===== src/rtl/counter_disp_pkg.sv =====
// Shared constants for the BCD cascade display: active-low 7-segment codes,
// idle levels for the segment and digit-enable buses, and the scan states.
// Declarations only: no logic, no latency, no flow control.
package counter_disp_pkg;

    localparam logic [6:0] SEG_BLANK = 7'h7F;
    localparam logic [3:0] DIG_OFF   = 4'hF;

    // Segment order is g..a, active-low, bit 0 = a
    localparam logic [6:0] SEG_HEX_0 = 7'h40;
    localparam logic [6:0] SEG_HEX_1 = 7'h79;
    localparam logic [6:0] SEG_HEX_2 = 7'h24;
    localparam logic [6:0] SEG_HEX_3 = 7'h30;
    localparam logic [6:0] SEG_HEX_4 = 7'h19;
    localparam logic [6:0] SEG_HEX_5 = 7'h12;
    localparam logic [6:0] SEG_HEX_6 = 7'h02;
    localparam logic [6:0] SEG_HEX_7 = 7'h78;
    localparam logic [6:0] SEG_HEX_8 = 7'h00;
    localparam logic [6:0] SEG_HEX_9 = 7'h10;
    localparam logic [6:0] SEG_HEX_A = 7'h08;
    localparam logic [6:0] SEG_HEX_B = 7'h03;
    localparam logic [6:0] SEG_HEX_C = 7'h46;
    localparam logic [6:0] SEG_HEX_D = 7'h21;
    localparam logic [6:0] SEG_HEX_E = 7'h06;
    localparam logic [6:0] SEG_HEX_F = 7'h0E;

    typedef enum logic [1:0] {
        SCAN_D0 = 2'd0,
        SCAN_D1 = 2'd1,
        SCAN_D2 = 2'd2,
        SCAN_D3 = 2'd3
    } scan_state_t;

endpackage


===== src/rtl/seg7_decode.sv =====
// Hex nibble to active-low 7-segment pattern with a blank override.
// Purely combinational, zero latency; no flow control.
module seg7_decode
    import counter_disp_pkg::*;
(
    input  logic [3:0] i_val,
    input  logic       i_blank,
    output logic [6:0] o_seg
);

    always_comb begin
        o_seg = SEG_BLANK;
        if (!i_blank) begin
            case (i_val)
                4'h0: o_seg = SEG_HEX_0;
                4'h1: o_seg = SEG_HEX_1;
                4'h2: o_seg = SEG_HEX_2;
                4'h3: o_seg = SEG_HEX_3;
                4'h4: o_seg = SEG_HEX_4;
                4'h5: o_seg = SEG_HEX_5;
                4'h6: o_seg = SEG_HEX_6;
                4'h7: o_seg = SEG_HEX_7;
                4'h8: o_seg = SEG_HEX_8;
                4'h9: o_seg = SEG_HEX_9;
                4'hA: o_seg = SEG_HEX_A;
                4'hB: o_seg = SEG_HEX_B;
                4'hC: o_seg = SEG_HEX_C;
                4'hD: o_seg = SEG_HEX_D;
                4'hE: o_seg = SEG_HEX_E;
                default: o_seg = SEG_HEX_F;
            endcase
        end
    end

endmodule


===== src/rtl/bcd_cascade_display.sv =====
// Three cascaded BCD digits driven by the upstream carry, plus a 4-digit scanned display.
// Counter updates on the sampling edge; segments/enables lag the scan index by one cycle.
// No backpressure: i_cin is consumed every cycle it is high, the display free-runs.
module bcd_cascade_display #(
    parameter int P_SCAN_DIV = 50000,
    parameter bit P_BLANK    = 1'b1
) (
    input  logic        i_clk,
    input  logic        i_reset_n,
    input  logic [3:0]  i_cnt,
    input  logic        i_cin,
    input  logic        i_clr,
    output logic [11:0] o_bcd,
    output logic        o_ovf,
    output logic [6:0]  o_seg,
    output logic [3:0]  o_dig_sel
);
    import counter_disp_pkg::*;

    logic [3:0]  r_d1, r_d2, r_d3;
    logic        r_ovf;
    logic [15:0] r_presc;
    scan_state_t r_state;
    logic [6:0]  r_seg;
    logic [3:0]  r_dig_sel;

    logic        w_d1_wrap, w_d2_wrap, w_d3_wrap;
    logic        w_presc_wrap;
    logic [3:0]  w_digit;
    logic        w_blank;
    logic [6:0]  w_seg;

    assign w_d1_wrap    = (r_d1 == 4'd9);
    assign w_d2_wrap    = (r_d2 == 4'd9);
    assign w_d3_wrap    = (r_d3 == 4'd9);
    assign w_presc_wrap = (r_presc == 16'(P_SCAN_DIV - 1));

    // Carry ripples through all three digits within a single edge
    always_ff @(posedge i_clk or negedge i_reset_n) begin
        if (!i_reset_n) begin
            r_d1  <= 4'd0;
            r_d2  <= 4'd0;
            r_d3  <= 4'd0;
            r_ovf <= 1'b0;
        end else if (i_clr) begin
            r_d1  <= 4'd0;
            r_d2  <= 4'd0;
            r_d3  <= 4'd0;
            r_ovf <= 1'b0;
        end else if (i_cin) begin
            r_ovf <= w_d1_wrap && w_d2_wrap && w_d3_wrap;
            r_d1  <= w_d1_wrap ? 4'd0 : r_d1 + 4'd1;
            if (w_d1_wrap) begin
                r_d2 <= w_d2_wrap ? 4'd0 : r_d2 + 4'd1;
            end
            if (w_d1_wrap && w_d2_wrap) begin
                r_d3 <= w_d3_wrap ? 4'd0 : r_d3 + 4'd1;
            end
        end else begin
            r_ovf <= 1'b0;
        end
    end

    // Leading-zero blanking cascades down from digit 3; digit 0 always shows
    always_comb begin
        w_digit = i_cnt;
        w_blank = 1'b0;
        case (r_state)
            SCAN_D0: begin
                w_digit = i_cnt;
                w_blank = 1'b0;
            end
            SCAN_D1: begin
                w_digit = r_d1;
                w_blank = P_BLANK && (r_d3 == 4'd0) && (r_d2 == 4'd0) && (r_d1 == 4'd0);
            end
            SCAN_D2: begin
                w_digit = r_d2;
                w_blank = P_BLANK && (r_d3 == 4'd0) && (r_d2 == 4'd0);
            end
            default: begin
                w_digit = r_d3;
                w_blank = P_BLANK && (r_d3 == 4'd0);
            end
        endcase
    end

    seg7_decode u_seg7_decode (
        .i_val   (w_digit),
        .i_blank (w_blank),
        .o_seg   (w_seg)
    );

    always_ff @(posedge i_clk or negedge i_reset_n) begin
        if (!i_reset_n) begin
            r_presc   <= 16'd0;
            r_state   <= SCAN_D0;
            r_seg     <= SEG_BLANK;
            r_dig_sel <= DIG_OFF;
        end else begin
            r_presc <= w_presc_wrap ? 16'd0 : r_presc + 16'd1;
            if (w_presc_wrap) begin
                case (r_state)
                    SCAN_D0: r_state <= SCAN_D1;
                    SCAN_D1: r_state <= SCAN_D2;
                    SCAN_D2: r_state <= SCAN_D3;
                    default: r_state <= SCAN_D0;
                endcase
            end
            r_seg     <= w_seg;
            r_dig_sel <= ~(4'b0001 << r_state);
        end
    end

    assign o_bcd     = {r_d3, r_d2, r_d1};
    assign o_ovf     = r_ovf;
    assign o_seg     = r_seg;
    assign o_dig_sel = r_dig_sel;

endmodule

===== config.mk =====
export PLATFORM = sky130hd
export DESIGN_NAME = bcd_cascade_display
export DESIGN_NICKNAME = d
export VERILOG_FILES = /design/src/rtl/counter_disp_pkg.sv /design/src/rtl/seg7_decode.sv /design/src/rtl/bcd_cascade_display.sv
export SDC_FILE = /design/constraint.sdc
export NUM_CORES = 1
export LEC_CHECK = 0
export ABC_CLOCK_PERIOD_IN_PS = 2130
export BUFFER_PORTS_ARGS = -buffer_cell sky130_fd_sc_hd__buf_2
export CAP_MARGIN = 15
export CORE_MARGIN = 2
export CORE_UTILIZATION = 45
export CTS_CLUSTER_SIZE = 25
export DETAILED_ROUTE_END_ITERATION = 12
export PLACE_DENSITY = 0.76
export SLEW_MARGIN = 40
export SYNTH_ARGS = -nofsm -noshare
export SYNTH_HDL_FRONTEND = slang
export SYNTH_SLANG_ARGS = --single-unit

===== constraint.sdc =====
create_clock -name i_clk -period 2.13 [get_ports i_clk]
set_input_delay 0.213 -clock i_clk [delete_from_list [all_inputs] [get_ports i_clk]]
set_output_delay 0.213 -clock i_clk [all_outputs]
set_load 0.05 [all_outputs]

==> impl_metrics.env, run 1 <==
export IMPL_run_status="completed"
export IMPL_core_sq_um=5040
export IMPL_clk_pin_slew_ns=0.08
export IMPL_fmax_ghz=0.481
export IMPL_viasPerCell=5.32
export IMPL_slowest_stage="dfrtp_2"
export IMPL_syn2layout_area_growth_pct=21.7
export IMPL_syn_nets=261
export IMPL_nFillCells=447
export IMPL_synth_simple_area_share_pct=17.1
export IMPL_synthMuxAreaShare_pct=3.27
export IMPL_cp_start_kind="flip-flop"
export IMPL_avgSynthCellArea_sq_um=10.1
export IMPL_drive_gt1_share_pct=31.3
export IMPL_yosysMostFrequentCell="dfrtp_1"
export IMPL_synth_seq_area_share_pct=45.7
export IMPL_min_path_type="in -> reg"
export IMPL_finClkSkew_ns=0.00488
export IMPL_dpl_cell_area_sq_um=2600
export IMPL_dominantRegCellSynth="dfrtp_1"
export IMPL_routed_wl_mm=5.01
export IMPL_drt_iter0_drc=80
export IMPL_layout_nets=303
export IMPL_yosys_area_share_adder_pct=11.3
export IMPL_max_stage_delay_ns=0.48
export IMPL_dp_hpwl_mm=3.42
export IMPL_synthCells=232
export IMPL_ys_seq_elements=42
export IMPL_ir_worst_vdd_mv=0.402
export IMPL_gr_total_overflow=0
export IMPL_synth_top_area_cell="dfrtp_1"
export IMPL_grt_max_degree=36
export IMPL_reg2reg_slack_ns=0.05
export IMPL_die_w_um=76.0
export IMPL_grt_pass1_vias=1695
export IMPL_die_h_um=76.0
export IMPL_antenna_found_initial=0
export IMPL_drt_pass1_iter_count=4
export IMPL_crit_required_ns=2.35
export IMPL_leakage_nw=1.22
export IMPL_cts_buffers=5
export IMPL_ant_nets=0
export IMPL_power_density_nw_per_um2=668
export IMPL_vias=1834
export IMPL_grt_usage_pct=17.2
export IMPL_gp_congestion=0.840
export IMPL_synth_edff_count=0
export IMPL_instances_no_fill=345
export IMPL_initial_core_util_pct=46.3
export IMPL_synth_xor_area_share_pct=4.88
export IMPL_clock_latency_ns=0.30
export IMPL_end_kind="flip-flop"
export IMPL_rsz0062_at_grt="true"
export IMPL_row_count=26
export IMPL_max_slew_margin_rel_pct=67.3
export IMPL_drv_cap=0
export IMPL_cts_tree="done"
export IMPL_clockBufferDepth=2
export IMPL_final_util_pct=56.3
export IMPL_clkSinkCount=42
export IMPL_final_area_sq_um=2840
export IMPL_slew_violations=0
export IMPL_synthDistinctLibCells=46
export IMPL_htreeDepth=2
export IMPL_placedCellCount=334
export IMPL_synth_top_area_share_pct=33.3
export IMPL_die_area_sq_um=5770
export IMPL_hold_ws_ns=0.217
export IMPL_grt_pass1_wl_mm=7.98
export IMPL_timing_final_crit_share_pct=97.6
export IMPL_worstPathCellList="inv_4, ha_4, inv_1, o221a_2, a21o_4, inv_2, ha_2, nor2b_2, a21oi_2, o221ai_1"
export IMPL_period_needed_ns=2.08
export IMPL_syn_cell_area_sq_um=2330
export IMPL_synthTopCellsByCount="dfrtp_1, nand2_1, ha_1"
export IMPL_io_pins=32
export IMPL_cp_num_buf_inv=3
export IMPL_tightestPinTransition_ns=0.480
export IMPL_hold_violations=0
export IMPL_drc=0
export IMPL_crit_type="reg -> reg"
export IMPL_port_buffers=31
export IMPL_path_delay_family="compound AO/OA/AOI/OAI gates"
export IMPL_synth_compound_area_share_pct=13.5
export IMPL_arrival_ns=2.30
export IMPL_yosysWarnings=0
export IMPL_worstPathMaxFanout=6
export IMPL_cts_root_buf="clkbuf_8"
export IMPL_synth_top_family_by_area="simple AND/OR/NAND/NOR gates"
export IMPL_antenna_cells=0
export IMPL_async_reset_ff_share_pct=100
export IMPL_setup_viol=0
export IMPL_synth_area_top_cells="dfrtp_1, dfstp_2, ha_1, nand2_1, inv_1"
export IMPL_wire_per_inst_um=14.5
[path summary, 6_finish.rpt]
kind | start | to | cells after the start
worst max-delay path | r_state[0] | o_seg[5] | 10
min in group asynchronous | i_reset_n | r_presc[11] | 2
worst min-delay path | i_clr | r_d1[1] | 2
max in group asynchronous | i_reset_n | o_seg[6] | 3
worst max register to register | r_state[0] | o_seg[5] | 10
worst min register to register | r_presc[15] | r_presc[15] | 1
[layout make-up]
type	instances	area (sq um)	share of cell area, %
multi-input combinational	165	1270	44.6
inverter	20	80.1	2.82
tap	70	87.6	3.09
clock inverter	2	37.5	1.32
timing repair buffer	40	228	8.02
clock buffer	6	72.6	2.56
sequential	42	1070	37.6
[cell families after synthesis]
kind of cell,count (synthesis)
AOI/OAI and AO/OA,45
buffers and inverters,25
DFF,42
xor gates and xnor gates,13
muxes,7
and+or+nand+nor,79
adders and majority gates,21
[where the power goes]
| group | total [mW] | internal [mW] | switching, mW |
|---|---|---|---|
| registers | 0.887 | 0.843 | 0.0439 |
| logic | 0.381 | 0.107 | 0.274 |
| clock network | 0.627 | 0.350 | 0.278 |
| total | 1.90 | 1.30 | 0.595 |
[through the flow]
stage	setup TNS (ns)	total power [mW]	setup WS [ns]
after global routing	-0.149	1.99	-0.0366
after floorplan	0	1.16	0.0750
after detailed placement	-0.333	1.26	-0.123
after CTS	-0.00625	1.90	-0.00625
final	0	1.90	0.0502
after global placement	-0.0749	1.26	-0.0550
[state kept, by name, indices dropped and copies added, names as in the netlist]
register,flops
r_presc,16
o_dig_sel,4
r_d3,4
r_d2,4
o_ovf,1
r_d1,4
o_seg,7
r_state,2
[layout by cell type, fill, tap and decap left out, types with 2 or more instances in the layout]
cell / Yosys / routed
a21oi_1: 7 / 6
a222oi_1: 3 / 3
a31oi_1: 2 / 2
and2_1: 2 / 2
buf_2: 2 / 30
buf_4: 1 / 9
clkbuf_8: 0 / 5
dfrtp_1: 31 / 29
dfrtp_2: 0 / 2
dfstp_2: 11 / 11
ha_1: 21 / 14
ha_2: 0 / 3
ha_4: 0 / 4
inv_1: 20 / 16
inv_2: 0 / 2
inv_4: 0 / 2
mux2i_1: 5 / 4
nand2_1: 23 / 23
nand2b_1: 5 / 5
nand3_1: 13 / 13
nand4_1: 2 / 2
nor2_1: 16 / 15
nor2b_1: 4 / 3
nor3_1: 2 / 2
nor3_2: 2 / 2
nor4b_1: 3 / 3
o21ai_0: 13 / 13
o221ai_1: 5 / 5
o22ai_1: 2 / 2
xnor2_1: 8 / 8
xor2_1: 5 / 5
[layer usage]
metal | part of all wire (%) | track usage (%) | up-vias
met4 | 1.1 | 6.00 | 0
met5 | 0 | 0 | -
met1 | 46 | 23.2 | 891
met2 | 49 | 27.5 | 46
met3 | 4.3 | 3.79 | 5
li1 | - | - | 892
[what timing repair did]
item	in CTS	in global routing
endpoints found under the hold margin	0	31
pin swaps	1	4
gates resized for setup	4	22
setup buffers	1	1
hold buffers	0	1
endpoints found under the setup margin	4	7
Note: power is estimated with default switching activity, not from simulation.
==> run 2: changes to the inputs <==
- PLACE_DENSITY: 0.76 -> not set
==> run 2 against run 1 <==
  * Clock skew increased by 0.0013 ns
  * Sequential cell count unchanged
  * Cell area increased by 0.44%
  * Global-route usage increased by 0.84 points
  * Clock power decreased by 12%
  * Power decreased by 3.7%
  * Register-to-register slack about the same
  * Die area unchanged
  * Non-clock buffer count increased by 9
  * Combinational power increased by 3%
  * Hold slack got worse by 0.0048 ns
==> impl_metrics.env, run 2 (synthesis results as in run 1) <==
export IMPL_cts_root_buf="clkbuf_8"
export IMPL_antenna_cells=0
export IMPL_finClkSkew_ns=0.00621
export IMPL_drive_gt1_share_pct=32.4
export IMPL_reg2regPathDepth=11
export IMPL_clk_pin_slew_ns=0.09
export IMPL_grt_usage_pct=18.0
export IMPL_io_pins=32
export IMPL_gr_total_overflow=0
export IMPL_max_slew_margin_rel_pct=67.9
export IMPL_vias=1853
export IMPL_cts_tree="done"
export IMPL_gp_congestion=0.891
export IMPL_end_kind="flip-flop"
export IMPL_htreeDepth=2
export IMPL_run_status="completed"
export IMPL_largest_register_ffs=16
export IMPL_crit_type="reg -> reg"
export IMPL_row_count=26
export IMPL_rsz0062_at_grt="true"
export IMPL_clkSinkCount=42
export IMPL_clockBufferDepth=2
export IMPL_viasPerCell=5.23
export IMPL_timing_final_crit_share_pct=98.3
export IMPL_min_path_type="in -> reg"
export IMPL_max_stage_delay_ns=0.46
export IMPL_power_density_nw_per_um2=640
export IMPL_ant_nets=0
export IMPL_slowest_stage="dfrtp_2"
export IMPL_grt_pass1_vias=1775
export IMPL_syn2layout_area_growth_pct=22.3
export IMPL_routed_wl_mm=5.02
export IMPL_drc=0
export IMPL_worstPathCellList="inv_2, ha_2, inv_1, o221a_2, a21o_4, inv_1, ha_2, buf_4, nand2_1, and3_1, o21ai_1"
export IMPL_die_h_um=76.0
export IMPL_period_needed_ns=2.09
export IMPL_port_buffers=31
export IMPL_reg2reg_slack_ns=0.04
export IMPL_core_sq_um=5040
export IMPL_whs_path_depth=2
export IMPL_crit_required_ns=2.35
export IMPL_grt_max_degree=22
export IMPL_r2r_start="r_state[0]"
export IMPL_initial_core_util_pct=46.3
export IMPL_drt_iter0_drc=130
export IMPL_ir_worst_vdd_mv=0.328
export IMPL_min_from="i_clr"
export IMPL_layout_commonest_cell="buf_2"
export IMPL_final_util_pct=56.6
export IMPL_antenna_found_initial=0
export IMPL_tightestPinTransition_ns=0.482
export IMPL_final_cell_mix="buf_2, dfrtp_1, nand2_1"
export IMPL_cts_buffers=5
export IMPL_reg2reg_to="o_seg[3]"
export IMPL_regMostFlops="r_presc"
export IMPL_drt_pass1_iter_count=4
export IMPL_min_to="r_d1[3]"
export IMPL_drv_cap=0
export IMPL_grt_pass1_wl_mm=8.55
export IMPL_arrival_ns=2.32
export IMPL_slew_violations=0
export IMPL_setup_viol=0
export IMPL_layout_nets=312
export IMPL_clock_latency_ns=0.29
export IMPL_wire_per_inst_um=14.2
export IMPL_cp_start_kind="flip-flop"
export IMPL_finalPower_mw=1.82
export IMPL_leakage_nw=1.26
export IMPL_die_area_sq_um=5770
export IMPL_fmax_ghz=0.478
export IMPL_hold_violations=0
export IMPL_worstPathMaxFanout=5
export IMPL_dp_hpwl_mm=3.58
export IMPL_die_w_um=76.0
run 2: changes by cell type in the layout (fill, tap and decap cells not counted), sizes merged:
cell / delta
buf: +9
bufinv: -1
clkinv: +1
run 2: area by class of cell:
type | instances | area (sq um)
fill | 464 | 2190
multi-input combinational | 165 | 1230
sequential | 42 | 1070
timing repair buffer | 49 | 293
tap | 70 | 87.6
clock buffer | 6 | 82.6
inverter | 20 | 75.1
clock inverter | 2 | 12.5
run 2: worst max path at each step:
stage,from,end
detailed placement,r_state[1],o_seg[3]
global placement,r_state[1],o_seg[3]
finish,r_state[0],o_seg[3]
global route,r_state[0],o_seg[3]
CTS,r_state[0],o_seg[6]
floorplan,r_d1[1],o_seg[5]
run 2: report_power, final:
group	internal, mW	leakage (nW)	total, mW	switching [mW]
clock network	0.261	0.0472	0.549	0.288
registers	0.843	0.524	0.884	0.0407
logic	0.114	0.691	0.392	0.278
run 2: worst max-delay path: cells and delay by family (launching register included):
kind / cells / cell delay (ns)
compound gates: 3 / 0.57
flops: 1 / 0.46
fa+ha+maj: 2 / 0.41
buf+inv: 4 / 0.36
simple gates: 2 / 0.21
run 2: routing by layer:
metal	routed length, um	track usage [%]
met1	2400	25.0
met2	2290	27.9
met3	224	4.15
met4	108	6.55
met5	0	0
run 2: repair_timing:
item,4_1_cts,5_1_grt
endpoints found under the hold margin,17,0
pin swaps,1,4
resized for setup,1,18
hold buffers,1,0
buffers inserted,2,4
setup endpoints to repair,4,7
run 2: through the flow:
step           setup slack (ns)  cells  instance area (sq um)  hold slack [ns]  TNS [ns]
6_report                 0.0369    354                   2850            0.213         0
5_1_grt                 -0.0534    354                   2850            0.215    -0.192
4_1_cts                 0.00986    350                   2750            0.209         0
3_5_place_dp            -0.0382    339                   2630            0.202   -0.0382
3_3_place_gp             0.0494    339                   2630            0.200         0
2_1_floorplan            0.0750    232                   2330          -0.0826         0
